## config.mk

```make
export PLATFORM = sky130hd
export DESIGN_NAME = controle_entrada
export DESIGN_NICKNAME = d
export VERILOG_FILES = /design/src/rtl/controle_entrada.sv
export SDC_FILE = /design/constraint.sdc
export NUM_CORES = 1
export LEC_CHECK = 0
export ABC_AREA = 1
export CORE_MARGIN = 4
export CORE_UTILIZATION = 44
export CTS_CLUSTER_DIAMETER = 200
export DETAILED_ROUTE_END_ITERATION = 8
export HOLD_SLACK_MARGIN = 0.06
export PLACE_DENSITY = 0.8
export SETUP_SLACK_MARGIN = 0.05
export SYNTH_ARGS = -nofsm -noshare
export SYNTH_HDL_FRONTEND = slang
export SYNTH_SLANG_ARGS = --single-unit
```

## constraint.sdc

```tcl
create_clock -name Clock -period 1.7 [get_ports Clock]
set_input_delay 0.34 -clock Clock [delete_from_list [all_inputs] [get_ports Clock]]
set_output_delay 0.34 -clock Clock [all_outputs]
set_load 0.03 [all_outputs]
```

## src/rtl/controle_entrada.sv

```systemverilog
// controle_entrada: user-input handshake for a processor input instruction.
// A raw push-button is synchronized and debounced; a clean press latches the
// switch value and hands it to the processor with a one-cycle DadoValido
// pulse, while Stall freezes the processor during the wait.
module controle_entrada #(
  parameter int unsigned DEBOUNCE_CYCLES = 32
) (
  input  logic        Clock,
  input  logic        Reset,
  input  logic        ReqEntrada,
  input  logic        Botao,
  input  logic [13:0] Sw,
  output logic [31:0] DadoEntrada,
  output logic        DadoValido,
  output logic        Stall,
  output logic        Rejeitado,
  output logic        Aguardando
);

  // FSM encoding kept as plain constants for compatibility with older flows.
  localparam logic [2:0] OCIOSO        = 3'd0;
  localparam logic [2:0] ESPERA_SOLTAR = 3'd1;
  localparam logic [2:0] ESPERA_APERTO = 3'd2;
  localparam logic [2:0] ENTREGA       = 3'd3;
  localparam logic [2:0] ESPERA_FIM    = 3'd4;

  // The counter is 16 bits wide, enough for the largest legal debounce length.
  localparam logic [15:0] CNT_MAX = 16'(DEBOUNCE_CYCLES);

  logic        sync1_q, sync2_q;
  logic [15:0] cnt_q, cnt_d;
  logic        aperto_prev_q;
  logic        aperto, evento;
  logic [2:0]  state_q, state_d;
  logic [31:0] dado_q, dado_d;
  logic        rej_q, rej_d;

  // Two-flop synchronizer; resets to the released (high) level of the button.
  always_ff @(posedge Clock) begin
    // NOTE: clocked state uses non-blocking assignments so every flop samples
    // pre-edge values; blocking here would collapse the two sync stages.
    if (Reset) begin
      sync1_q <= 1'b1;
      sync2_q <= 1'b1;
    end else begin
      sync1_q <= Botao;
      sync2_q <= sync1_q;
    end
  end

  // Debounce counter: counts synchronized-low cycles, saturates, clears on high.
  always_comb begin
    // NOTE: a default assignment first means every path drives cnt_d, so no
    // latch is inferred when the saturation branch leaves it untouched.
    cnt_d = cnt_q;
    if (sync2_q) begin
      cnt_d = '0;
    end else if (cnt_q != CNT_MAX) begin
      cnt_d = cnt_q + 16'd1;
    end
  end

  // A press is "held" while saturated; the event is the first saturated cycle.
  assign aperto = (cnt_q == CNT_MAX);
  assign evento = aperto && !aperto_prev_q;

  // Request protocol: wait for release/press, latch the value, hand it over.
  always_comb begin
    state_d = state_q;
    dado_d  = dado_q;
    rej_d   = 1'b0;
    case (state_q)
      OCIOSO: begin
        if (ReqEntrada) begin
          // A button already held when the request arrives must be released first.
          state_d = aperto ? ESPERA_SOLTAR : ESPERA_APERTO;
        end
      end
      ESPERA_SOLTAR: begin
        if (!ReqEntrada) begin
          state_d = OCIOSO;
        end else if (cnt_q == '0) begin
          state_d = ESPERA_APERTO;
        end
      end
      ESPERA_APERTO: begin
        // Abort wins over a press landing in the same cycle.
        if (!ReqEntrada) begin
          state_d = OCIOSO;
        end else if (evento) begin
          if (Sw[13]) begin
            dado_d  = {19'd0, Sw[12:0]};
            state_d = ENTREGA;
          end else begin
            rej_d   = 1'b1;
            state_d = ESPERA_SOLTAR;
          end
        end
      end
      ENTREGA: begin
        state_d = ESPERA_FIM;
      end
      ESPERA_FIM: begin
        // Only a dropped request re-arms, so a held request yields one value.
        if (!ReqEntrada) begin
          state_d = OCIOSO;
        end
      end
      default: begin
        state_d = OCIOSO;
      end
    endcase
  end

  // State, counter, latched value and reject pulse registers.
  always_ff @(posedge Clock) begin
    if (Reset) begin
      cnt_q         <= '0;
      aperto_prev_q <= 1'b0;
      state_q       <= OCIOSO;
      dado_q        <= '0;
      rej_q         <= 1'b0;
    end else begin
      cnt_q         <= cnt_d;
      aperto_prev_q <= aperto;
      state_q       <= state_d;
      dado_q        <= dado_d;
      rej_q         <= rej_d;
    end
  end

  assign DadoEntrada = dado_q;
  assign DadoValido  = (state_q == ENTREGA);
  assign Rejeitado   = rej_q;
  assign Aguardando  = (state_q == ESPERA_SOLTAR) || (state_q == ESPERA_APERTO);
  // Stall rises combinationally in the request cycle itself.
  assign Stall       = ((state_q == OCIOSO) && ReqEntrada) || Aguardando;

endmodule
```

# Yosys cells after proc, flatten, opt, wreduce, memory -nomap -nowiden
# Cells that the tools add are included.
[word_totals] in_bits=18 wordCells=42 out_inout_bits=36 regBits=36
[op_classes] n_reduce_logical=11 n_eq_ne=10 bitwise=3 n_mux=10 add_sub_neg=1
[op_table] cell="3-bit 2-to-1 mux" count=6
[op_table] cell="16-bit by 1-bit adder with 16-bit output, second input constant" count=1
[op_table] cell="16-bit by 6-bit == test with 1-bit output, second input constant" count=1
[op_table] cell="16-bit logical NOT" count=1
[op_table] cell="16-bit by 6-bit inequality test with 1-bit output, second input constant" count=1
[op_table] cell="3-bit one-hot mux with 5 select lines" count=1
[op_table] cell="4-bit AND reduction" count=2
[op_table] cell="3-bit by 2-bit == test with 1-bit output, second input constant" count=2
[op_table] cell="3-bit inequality test, second input constant" count=2
[op_table] cell="2-bit 2-to-1 mux" count=2
[op_table] cell="2-bit inequality test, second input constant" count=2
[op_table] cell="4-bit OR reduction" count=1
[op_table] cell="3-bit by 1-bit == test with 1-bit output, second input constant" count=1
[op_table] cell="3-bit == test, second input constant" count=1
[op_table] cell="3-bit logical NOT" count=1
[op_table] cell="1-bit NOT" count=3
[op_table] cell="1-bit logical AND" count=2
[op_table] cell="1-bit logical OR" count=2
[op_table] cell="2-bit OR reduction" count=1
[op_table] cell="1-bit logical NOT" count=1
[op_table] cell="1-bit 2-to-1 mux" count=1

# Logic depth before layout (Yosys ltp)
# Gate-level depths: netlist (run 1).
[depth] word_depth=5 depth_mapped=10

# Worst setup path before layout (run 1)
# No wires, ideal clock.
[synth_timing] path_kind="register -> output" from="register state_q[0]" to="output DadoValido" path_buffers=0 required_time_ns=1.360 setup_slack_ns=0.238 path_stages_with_launch=3 t_arrival_ns=1.122 path_cell_list="dfxtp_1 > inv_1 > nor3_1"
[synth_via] elab_chain_cells=1
[synth_lines] item="start, declared" line_no="34" source="logic [2:0] state_q, state_d;"
[synth_lines] item="start signal, assigned" line_no="126" source="state_q <= state_d;"
[synth_lines] item="3-bit by 2-bit == test with 1-bit output" line_no="133" source="assign DadoValido = (state_q == ENTREGA);"
[synth_lines] item="end, declared" line_no="14" source="output logic DadoValido,"
# Every way passes these cells.

# Worst setup path in the final report (run 1)
[layout_timing] from="register rej_q, in the netlist Rejeitado" to="output Rejeitado"
[layout_lines] item="start, declared" line_no="36" source="logic rej_q, rej_d;"
[layout_lines] item="start signal, assigned" line_no="128" source="rej_q <= rej_d;"
[layout_lines] item="end, declared" line_no="16" source="output logic Rejeitado,"
# No word-level cell between the ends.

==> results of run 1 <==
[placed cells by master (no fill, tap or decap), drive strengths merged, types with 7 or more instances in the layout]
master,synthesis,final
nor2,63,63
dfxtp,36,36
nand2,35,35
inv,26,26
o21ai,21,21
conb,1,19
clkdlybuf4s50,0,18
a21oi,15,15
nor3,9,9
nand3,8,8
dlygate4sd2,0,7
buf,21,7
[through the flow]
stage,TNS (ns),utilization,instances
2_1_floorplan,0,-,267
3_3_place_gp,0,0.554,332
3_5_place_dp,0,0.554,332
4_1_cts,0,0.581,340
5_1_grt,-0.0434,0.585,340
6_report,0,0.585,340
[final timing paths]
| check | from | end | cells after the start |
|---|---|---|---|
| hold reg to reg | sync1_q | sync2_q | 1 |
| setup / recovery | Rejeitado | Rejeitado | 1 |
| hold / removal | sync1_q | sync2_q | 1 |
| setup reg to reg | cnt_q[0] | cnt_q[12] | 8 |
[sequential cells by signal, indices dropped and copies added, names as in the netlist]
register	count
state_q	3
aperto_prev_q	1
DadoEntrada	13
sync1_q	1
sync2_q	1
cnt_q	16
Rejeitado	1
[power breakdown]
part | internal [mW] | switching (mW)
logic | 0.102 | 0.186
clock network | 0.434 | 0.316
registers | 0.856 | 0.00748
total | 1.39 | 0.509
[cell families after synthesis]
logic type | after synthesis | synth area share
buffers and inverters | 48 | 0.152
XOR/XNOR | 1 | 0.00499
adder cells (fa/ha/maj) | 2 | 0.0142
flip-flops | 36 | 0.410
other | 1 | 0.00213
AND/OR/NAND/NOR | 122 | 0.301
AO/OA/AOI/OAI | 39 | 0.115
[area by class of cell]
| cell class | count | share of cell area |
|---|---|---|
| Clock buffer | 5 | 0.0312 |
| Clock inverter | 3 | 0.0193 |
| Inverter | 26 | 0.0443 |
| Multi-Input combinational cell | 183 | 0.381 |
| Sequential cell | 36 | 0.327 |
| Tap cell | 48 | 0.0272 |
| Timing Repair Buffer | 39 | 0.170 |
[metal layers]
layer  vias up  GRT usage
met4         0     0.0564
met2        57      0.247
met3         6     0.0469
met5         -          0
met1       688      0.172
li1        835          -
==> metrics.yaml, run 1 <==
final_area_mm2: 0.00220
synthTopCellsByCount: "nor2_1 (57), dfxtp_1 (36), nand2_1 (35)"
dp_slack_ns: 0.0254
cts.sinks: 36
yosysTopAreaCell: "dfxtp_1"
end_kind: "output port"
total_power_mw: 1.90
yosys.area.top_type_share: 0.410
diodes: 0
hold_buffers: 0
ys.flop_type: "dfxtp_1"
yosys_register_bits: 36
multi_input_area_um2: 840
fin_crit_ns: 1.60
fmax_mhz: 624
die_h_um: 71.2
cts_tree: "built"
nets: 311
cts_buffers: 5
ys_async_sr_fraction: 0
final_hold_viol_count: 0
synthTopCellsByArea: "dfxtp_1 (41%), nor2_1 (12%), buf_4 (8.1%)"
irDropWorstVdd_v: 0.000616
grt_start_max_net_pins: 17
grt_pass1_wl_um: 6040
htreeDepth: 2
required_ns: 1.36
drc: 0
leakage_nw: 1.04
die_width_um: 71.2
initial_utilization: 0.466
routed_wl_um: 3580
core_region_area_mm2: 0.00377
fin_ws_ns: 0.0969
boundaryPins: 54
startpoint_type: "register"
drive_above_1_share: 0.0993
critPathSlowestCell: "clkdlybuf4s50_1"
rsz0062_at_grt: "true"
io_buffers: 34
crit_path_cell_trace: "clkdlybuf4s50_1"
status: "finished, final reports clean"
drtIter0Drc: 80
ant_nets: 0
antenna_found_initial: 0
avgRoutedWirePerCell_um: 10.5
placed_cell_area_mm2: 0.00209
grt.total_usage: 0.147
synthDistinctLibCells: 27
hold_class: "reg2reg"
dieArea_mm2: 0.00507
netlist_instances: 249
synth_edf_count: 0
highest_layer: "met4"
rows: 22
wl_met2_um: 1660
cpPeakStageDelay_ns: 0.66
synth_area_mm2: 0.00176
areaGrowthSynthToFinish_pct: 25.5
viasPerCell: 4.66
wl_met3_um: 288
grt-ovfl-total: 0
finalSetupViolCount: 0
slew_violations: 0
dp_hpwl_um: 2600
power_density_mw_per_mm2: 862
cts-root-buf: "clkbuf_8"
yosys_warnings: 0
n_fill_cell: 358
finalCritPeriodShare: 0.943
skew_ns: 0.00827
critical-path-top-delay-family: "buffers and inverters"
vias: 1586
setup.worst_path.class: "reg2out"
seq_area_um2: 722
path_clk_slew_ns: 0.07
path_buf_inv: 1
first_global_vias: 1438
whs_ns: 0.411
postCtsSetupBuffers: 0
cp.arrival_ns: 1.26
wl_met1_um: 1570
first_pass_iters: 5
place_congestion: 0.814
avgSynthCellArea_um2: 7.05
cts_resized: 8
synthMostInstantiatedCell: "nor2_1"
clk_latency_ns: 0.29
maxCapViolations: 0
crit_fanout: 1
rrSetupSlack_ns: 0.23
clk_path_buf_depth: 2
synth-seq-area-share: 0.410
No activity file was read; power rests on OpenSTA's default activity.
==> inputs of run 2 (changes only) <==
Settings changed: DONT_BUFFER_PORTS set to 1, PLACE_DENSITY 0.8 to 0.63, SLEW_MARGIN set to 20.
==> run 2 against run 1 <==
Compared with the run above:
- largest cell class unchanged
- die area unchanged
- highest routed layer unchanged
- count of clock-buffer cells in the layout up 1
- critical endpoint is now Stall
- cell area fell by 15%
- register-to-register slack about the same
- wire length fell by 7.7%
- combinational power shrank 24%
==> metrics.yaml, run 2 (same netlist as run 1, synthesis figures left out) <==
whs_ns: 0.121  # -0.290 ns
initial_utilization: 0.466  # unchanged
dieArea_mm2: 0.00507  # unchanged
mostFrequentLayoutCell: "nor2_1"
cp.arrival_ns: 1.18  # -0.08 ns
rsz0062_at_grt: "true"
startpoint_type: "register"
power_density_mw_per_mm2: 967  # +12%
required_ns: 1.36  # about the same
ant_nets: 0  # unchanged
die_h_um: 71.2  # unchanged
p_sw_frac: 0.261  # -0.00719
leakage_nw: 0.770  # -26%
n_fill_cell: 374  # +4.5%
viasPerCell: 4.73  # +1.4%
timing.critical_path.depth: 5  # +4
final_hold_viol_count: 0  # unchanged
fmax_mhz: 656  # +5.2%
crit_path_cell_trace: "inv_1, nand2_1, nor2_2, nand2_1, nand3_2"
cts.sinks: 36  # unchanged
finalCritPeriodShare: 0.897  # -0.0463
grt_pass1_wl_um: 5570  # -7.9%
drc: 0  # unchanged
total_power_mw: 1.81  # -4.9%
power_frac_clock: 0.400  # +0.006
first_global_vias: 1279  # -11%
multi_input_area_um2: 853  # +1.6%
die_width_um: 71.2  # unchanged
status: "finished, final reports clean"
critical-path-top-delay-family: "simple AND/OR/NAND/NOR gates"
io_buffers: 0  # -100%
vias: 1443  # -9.0%
htreeDepth: 2  # unchanged
finalSetupViolCount: 0  # unchanged
boundaryPins: 54  # unchanged
rows: 22  # unchanged
crit_fanout: 3  # +2
power.internal_mw: 1.34  # -3.9%
dp_hpwl_um: 2530  # -2.9%
end_kind: "output port"
slew_violations: 0  # unchanged
maxCapViolations: 0  # unchanged
areaGrowthSynthToFinish_pct: 6.41
drive_above_1_share: 0.0973  # -0.00204
power.share.sequential: 0.478  # +0.024
largest_register: "cnt_q"
cpPeakStageDelay_ns: 0.33  # -0.33 ns
skew_ns: 0.00939  # +0.00112 ns
irDropWorstVdd_v: 0.000487  # -21%
setup.worst_path.class: "reg2out"
first_pass_iters: 4  # -1
post-route-util: 0.496  # -0.0889
crit_top_cell: "nand2_1"
fin_setup_tns_ns: 0  # unchanged
hold_class: "in2reg"
path_buf_inv: 1  # unchanged
grt.total_usage: 0.139  # -0.00728
avgRoutedWirePerCell_um: 10.8  # +2.9%
clk_latency_ns: 0.28  # about the same
drtIter0Drc: 59  # -26%
whs_path_depth: 1  # unchanged
seq_area_um2: 721  # -0.17%
place_congestion: 0.799  # -1.9%
largest_reg_flops: 16  # unchanged
clk_path_buf_depth: 2  # unchanged
diodes: 0  # unchanged
antenna_found_initial: 0  # unchanged
layout_common_cells: "nor2_1 (56), dfxtp_1 (36), nand2_1 (35)"
grt-ovfl-total: 0  # unchanged
fin_crit_ns: 1.52  # -0.0787 ns
grt_start_max_net_pins: 17  # unchanged
core_region_area_mm2: 0.00377  # unchanged
cts-root-buf: "clkbuf_8"
power_frac_comb: 0.121  # -0.031
cts_tree: "built"
cts_buffers: 5  # unchanged
critPathSlowestCell: "dfxtp_1"
reg2reg_depth: 9  # +1
routed_wl_um: 3300  # -7.7%
power_switching_uw: 471  # -7.4%
path_clk_slew_ns: 0.07  # about the same
nets: 276  # -11%
-- run 2: layout make-up --
class / count / area share
multi-input combinational: 183 / 0.456
sequential: 36 / 0.386
inverter: 26 / 0.0522
clock buffer: 6 / 0.0388
tap: 48 / 0.0321
clock inverter: 2 / 0.0187
timing repair buffer: 4 / 0.0161
-- run 2: worst reg2reg max path, cell delays in order (launching register included) --
cell and delay, ns:
dfxtp_1 0.35, inv_1 0.07, ha_1 0.13, nand2_1 0.10, nor2_4 0.14, nand3_2 0.10
nor2_4 0.18, inv_2 0.13, nor2_1 0.12, nor2_1 0.05
-- run 2: final timing paths --
check | start | end | slack (ns)
setup reg to reg | cnt_q[0] | DadoEntrada[5] | 0.24
setup / recovery | state_q[0] | Stall | 0.18
hold reg to reg | aperto_prev_q | Rejeitado | 0.42
hold / removal | Sw[13] | Rejeitado | 0.12
-- run 2: timing repair --
item	in CTS	in global routing
gates resized for setup	1	3
pin swaps	0	1
hold endpoints to repair	0	0
endpoints found under the setup margin	1	16
buffers inserted	0	1
hold buffers	0	0
-- run 2: per-layer routing --
layer  wire length [um]  GRT usage  vias up  share of wire
li1                   -          -      760              -
met1               1580      0.184      633           0.48
met2               1390      0.200       45           0.42
met3                291     0.0625        5          0.088
met4                 45     0.0501        0          0.014
met5                  0          0        -              0
-- run 2: power by group through the flow --
stage	combinational [mW]	clock, mW	sequential, mW
detailed placement	0.210	0	0.884
finish	0.220	0.724	0.865
CTS	0.215	0.751	0.864
floorplan	0.222	0	0.881
global route	0.248	0.797	0.866
global placement	0.211	0	0.883
-- run 2: metrics by stage --
step	worst slack [ns]	instances	cell area, um^2
floorplan	0.238	267	1820
global placement	0.239	296	1740
detailed placement	0.176	296	1740
CTS	0.123	304	1850
global route	0.0420	305	1870
finish	0.176	305	1870
==> RTL change 1 (config.mk and constraints of run 2) <==
Reset style: asynchronous (`Reset`), changed in 2 clocked blocks. Comments in the files are not updated.
--- a/src/rtl/controle_entrada.sv
+++ b/src/rtl/controle_entrada.sv
@@ -36,7 +36,7 @@
   logic        rej_q, rej_d;
 
   // Two-flop synchronizer; resets to the released (high) level of the button.
-  always_ff @(posedge Clock) begin
+  always_ff @(posedge Clock or posedge Reset) begin
     // NOTE: clocked state uses non-blocking assignments so every flop samples
     // pre-edge values; blocking here would collapse the two sync stages.
     if (Reset) begin
@@ -113,7 +113,7 @@
   end
 
   // State, counter, latched value and reject pulse registers.
-  always_ff @(posedge Clock) begin
+  always_ff @(posedge Clock or posedge Reset) begin
     if (Reset) begin
       cnt_q         <= '0;
       aperto_prev_q <= 1'b0;
Check against the original RTL: differs if Reset is asserted again (counterexample within 4 cycles, from zero or initial values and one cycle with Reset high); with Reset held inactive, the same outputs for 10 cycles.
==> RTL change 1 against run 2 <==
Final cell count down 3.0%; die area up 11%; global-route usage down 1.1 points; sequential cell count unchanged; register-to-register slack worse by 0.05 ns; routed wire length up 3.8%; synthesized cell count down 6.0%; synthesized area up 13%; highest routed layer unchanged; worst setup slack worse by 0.056 ns; final area up 14%.
Power is not compared: it rests on default switching activity, and its combinational part moved more than twofold at a synthesized area within 25%.
==> RTL change 1: results (changes against run 2) <==
Setup path
  • Worst-path maximum fanout: 6 (was 3)
  • Master of the slowest instance on the critical path: sky130_fd_sc_hd__dfrtp_1 (was sky130_fd_sc_hd__dfxtp_1)
  • Slowest stage delay, CP: 0.45 ns (was 0.33 ns)
  • Largest delay share family, worst path: flip-flops (was simple AND/OR/NAND/NOR gates)
  • Critical path data arrival time: 1.24 ns (was 1.18 ns)

Placement
  • Weighted congestion reported at the end of routability-driven placement: 0.745 (was 0.799)
  • Dpl hpwl: 2610 um (was 2530 um)
  • Placement-stage worst setup slack: 0.173 ns (was 0.176 ns)

Layout
  • Net total in the final layout: 263 (was 276)
  • Fraction of final layout cells with drive strength greater than 1: 0.217 (was 0.0973)
  • Area delta synth->final: 7.89% (was 6.41%)
  • Total of fill cells in the finished design: 421 (was 374)

GRT
  • First-pass GRT wire length: 5530 um (was 5570 um)
  • Overall Global Routing Usage: 0.129 (was 0.139)
  • Pin count of the biggest net entering global routing: 27 (was 17)

Detailed routing
  • Number of design-rule violations left by the first detailed-router iteration: 79 (was 59)
  • Total routed wire length on the met1 layer: 1520 um (was 1580 um)
  • DR WL met3: 225 um (was 291 um)
  • Met2 routed wirelength: 1660 um (was 1390 um)
  • Via count: 1390 (was 1443)
  • Wire length after detailed routing: 3430 um (was 3300 um)

Synthesis
  • Share of async-settable or async-resettable flops after synthesis: 1.00 (was 0)
  • Count of cell types in the netlist: 30 (was 27)
  • Post-synth top cells: sky130_fd_sc_hd__nand2_1 (38), sky130_fd_sc_hd__dfrtp_1 (34), sky130_fd_sc_hd__inv_1 (31) (was sky130_fd_sc_hd__nor2_1 (57), sky130_fd_sc_hd__dfxtp_1 (36), sky130_fd_sc_hd__nand2_1 (35))
  • Register area share after synthesis: 0.456 (was 0.410)

Timing
  • Final clock skew: 0.00530 ns (was 0.00939 ns)

Status
  • Result of the run: completed (unchanged)
RTL change 1: cells by family (layout without fill, tap and decap cells):
logic type / count (synthesis) / count (layout) / share of synthesized area
flip-flops: 36 / 36 / 0.456
XOR/XNOR: 3 / 3 / 0.0133
other: 1 / 19 / 0.00189
buffers and inverters: 57 / 49 / 0.154
AND/OR/NAND/NOR: 100 / 100 / 0.246
AO/OA/AOI/OAI: 35 / 35 / 0.116
adder cells (fa/ha/maj): 2 / 2 / 0.0126
RTL change 1: worst paths after layout:
path	slack (ns)	endpoint	cells past startpoint	startpoint
max in group asynchronous	0.65	state_q[1]$_DFFE_PP0P_	3	Reset
min	0.12	Rejeitado$_DFF_PP0_	1	Sw[13]
max	0.12	Stall	3	state_q[2]$_DFFE_PP0P_
min reg2reg	0.36	sync2_q$_DFF_PP1_	0	sync1_q$_DFF_PP1_
max reg2reg	0.19	cnt_q[12]$_DFFE_PP0P_	8	cnt_q[0]$_DFFE_PP0P_
min in group asynchronous	0.54	cnt_q[12]$_DFFE_PP0P_	2	Reset
RTL change 1: metal layers:
metal,global-route usage,vias to the layer above
li1,-,708
met1,0.169,637
met2,0.194,43
met3,0.0441,2
met4,0.0514,0
met5,0,-
RTL change 1: per-stage QoR:
stage          std cells  power [uW]
2_1_floorplan        252        1400
3_3_place_gp         285        1450
3_5_place_dp         285        1450
4_1_cts              295        2100
5_1_grt              296        2250
6_report             296        2120
RTL change 1: where the power goes:
group	switching (uW)	internal, uW
registers	36.1	898
clock network	297	323
logic	415	151
total	748	1370
RTL change 1: final cells by class:
cell class                      count  share of cell area
Tap cell                           52              0.0304
Multi-Input combinational cell    159               0.405
Inverter                           35              0.0638
Sequential cell                    36               0.422
Clock buffer                        6              0.0386
Clock inverter                      2             0.00468
Timing Repair Buffer                6              0.0351
==> RTL change 2 (config.mk and constraints of run 2) <==
Without the edit above. The parameter `DEBOUNCE_CYCLES` goes from 32 to 24.
--- a/src/rtl/controle_entrada.sv
+++ b/src/rtl/controle_entrada.sv
@@ -3,7 +3,7 @@
 // switch value and hands it to the processor with a one-cycle DadoValido
 // pulse, while Stall freezes the processor during the wait.
 module controle_entrada #(
-  parameter int unsigned DEBOUNCE_CYCLES = 32
+  parameter int unsigned DEBOUNCE_CYCLES = 24
 ) (
   input  logic        Clock,
   input  logic        Reset,
Behaviour: same outputs for any inputs over 10 cycles, from zero or initial values and one cycle with Reset high; that may be too few to reach the edited logic, so the function may still have changed.
==> RTL change 2 against run 2 <==
Routed wire length rose by 7.6%; via count increased by 0.97%; die area rose by 3.8%; worst setup slack worse by 0.018 ns; sequential share of layout area decreased by 1.8 points; first-iteration DRC count grew 17%; total power is 4.7% higher; maximum frequency decreased by 1.1%; sequential cell count unchanged; final area up 5.0%; synthesized area up 4.3%; non-clock buffer count stayed put; largest cell class unchanged.
==> RTL change 2: results (changes against run 2) <==
Status
  • Result of the run: completed (unchanged)

Detailed routing
  • Via count: 1457 (was 1443)
  • Number of design-rule violations left by the first detailed-router iteration: 69 (was 59)
  • DRT antenna net count: 0 (unchanged)
  • Wire length after detailed routing: 3550 um (was 3300 um)
  • Number of detailed-route iterations in the first pass: 4 (unchanged)

GRT
  • Pin count of the biggest net entering global routing: 16 (was 17)
  • Overall Global Routing Usage: 0.144 (was 0.139)
  • GR met1 Demand/Resource: 0.176 (was 0.184)
  • M3 GR Usage: 0.0526 (was 0.0625)
  • Met2 Track Usage GR: 0.233 (was 0.200)
  • First-pass GRT wire length: 6020 um (was 5570 um)
  • Number of global-route vias before repair: 1375 (was 1279)
  • Initial antenna violation count: 0 (unchanged)

Clock network
  • H-Tree Depth: 2 (unchanged)
  • Clock network latency to the later pin of the worst-skew pair: just under 0.3 ns
  • Clock-pin slew of the registers on the worst-case setup and hold paths: 0.07 ns (about the same)

Power and ir drop
  • Largest vdd supply drop: 0.000509 V (was 0.000487 V)
  • Sw Ratio: 0.285 (was 0.261)
  • Leakage: 0.000783 uW (was 0.000770 uW)

Setup path
  • Worst Setup EP: Stall (unchanged)
  • Crit Reg-Reg Endpoint: DadoEntrada[1]$_SDFFE_PP0P_ (was DadoEntrada[5]$_SDFFE_PP0P_)
  • Flop2flop setup slack: 0.21 ns (was 0.24 ns)
  • Start point of the critical path: state_q[1]$_SDFFE_PP0P_ (was state_q[0]$_SDFFE_PP0P_)
  • Worst-path maximum fanout: 4 (was 3)
  • Worst reg2reg path depth: 9 (unchanged)

Layout
  • Top register by number of flip-flops: cnt_q (unchanged)
  • Fraction of final layout cells with drive strength greater than 1: 0.139 (was 0.0973)
  • Net total in the final layout: 285 (was 276)

Worst hold path
  • Hold Crit Class: primary input to flop (unchanged)

Placement
  • Cell area after placement: 1830 sq um (was 1740 sq um)
  • Dpl hpwl: 2620 um (was 2530 um)
  • Weighted congestion reported at the end of routability-driven placement: 0.772 (was 0.799)

Timing
  • Final clock skew: 0.00734 ns (was 0.00939 ns)

Synthesis
  • Count of cell types in the netlist: 31 (was 27)
  • Synth area leaders: sky130_fd_sc_hd__dfxtp_1 (39%), sky130_fd_sc_hd__nor2_1 (11%), sky130_fd_sc_hd__nand2_1 (8.0%) (was sky130_fd_sc_hd__dfxtp_1 (41%), sky130_fd_sc_hd__nor2_1 (12%), sky130_fd_sc_hd__buf_4 (8.1%))
  • Post-synth top cells: sky130_fd_sc_hd__nor2_1 (53), sky130_fd_sc_hd__nand2_1 (39), sky130_fd_sc_hd__dfxtp_1 (36) (was sky130_fd_sc_hd__nor2_1 (57), sky130_fd_sc_hd__dfxtp_1 (36), sky130_fd_sc_hd__nand2_1 (35))
  • Register area share after synthesis: 0.393 (was 0.410)
[RTL change 2: cell types whose count changed after synthesis, sizes merged, moves of 2 or more]
cell / run 2 / this run
nand2: 35 / 42
a21oi: 15 / 17
inv: 26 / 28
nand3: 8 / 10
nand4: 1 / 3
nor2: 63 / 61
[RTL change 2: metal layers]
layer	share of wire	up-vias
met5	0	-
met4	0.015	0
met3	0.079	6
met2	0.46	38
met1	0.44	624
li1	-	789
[RTL change 2: cells by family after synthesis]
group,synth area share
flip-flops,0.393
adder cells (fa/ha/maj),0.0137
other,0.00205
AND/OR/NAND/NOR,0.327
AO/OA/AOI/OAI,0.113
buffers and inverters,0.150
[RTL change 2: metrics by stage]
stage | setup slack (ns) | std cells
3_5_place_dp | 0.149 | 308
3_3_place_gp | 0.184 | 308
2_1_floorplan | 0.212 | 277
4_1_cts | 0.0968 | 316
5_1_grt | 0.0623 | 316
6_report | 0.158 | 316
[RTL change 2: what timing repair did]
action                     in CTS  in global routing
hold endpoints to repair        0                  0
setup endpoints to repair       1                 17
resized for setup               1                 10
[RTL change 2: worst min-delay path by stage]
stage | startpoint | to | slack, ns | depth (start not counted)
3_3_place_gp | sync1_q$_SDFF_PP1_ | sync2_q$_SDFF_PP1_ | 0.39 | 1
2_1_floorplan | sync1_q$_SDFF_PP1_ | sync2_q$_SDFF_PP1_ | 0.39 | 1
3_5_place_dp | sync1_q$_SDFF_PP1_ | sync2_q$_SDFF_PP1_ | 0.40 | 1
5_1_grt | Reset | state_q[1]$_SDFFE_PP0P_ | 0.11 | 1
6_report | Reset | state_q[1]$_SDFFE_PP0P_ | 0.12 | 1
4_1_cts | Reset | state_q[1]$_SDFFE_PP0P_ | 0.11 | 1
[RTL change 2: critical path, stage by stage, from the launching register on]
cell and delay, ns:
sky130_fd_sc_hd__dfxtp_1 0.32, sky130_fd_sc_hd__inv_1 0.10, sky130_fd_sc_hd__nand2_1 0.11, sky130_fd_sc_hd__nor2_2 0.14, sky130_fd_sc_hd__nand2_1 0.08, sky130_fd_sc_hd__nand3_2 0.16
[RTL change 2: cell type report]
cell class / instances / area [sq um]
clock buffers: 5 / 68.8
clock inverters: 3 / 42.5
fillers: 399 / 2040
inverters: 29 / 109
multi-input cells: 189 / 923
flip-flops and latches: 36 / 722
well taps: 50 / 62.6
repair buffers: 4 / 33.8
[RTL change 2: power by group through the flow]
stage               logic [uW]  clock network [uW]  registers [uW]
finish                     270                 752             871
global route               303                 810             873
CTS                        267                 769             871
detailed placement         261                   0             891
global placement           260                   0             890
floorplan                  262                   0             888
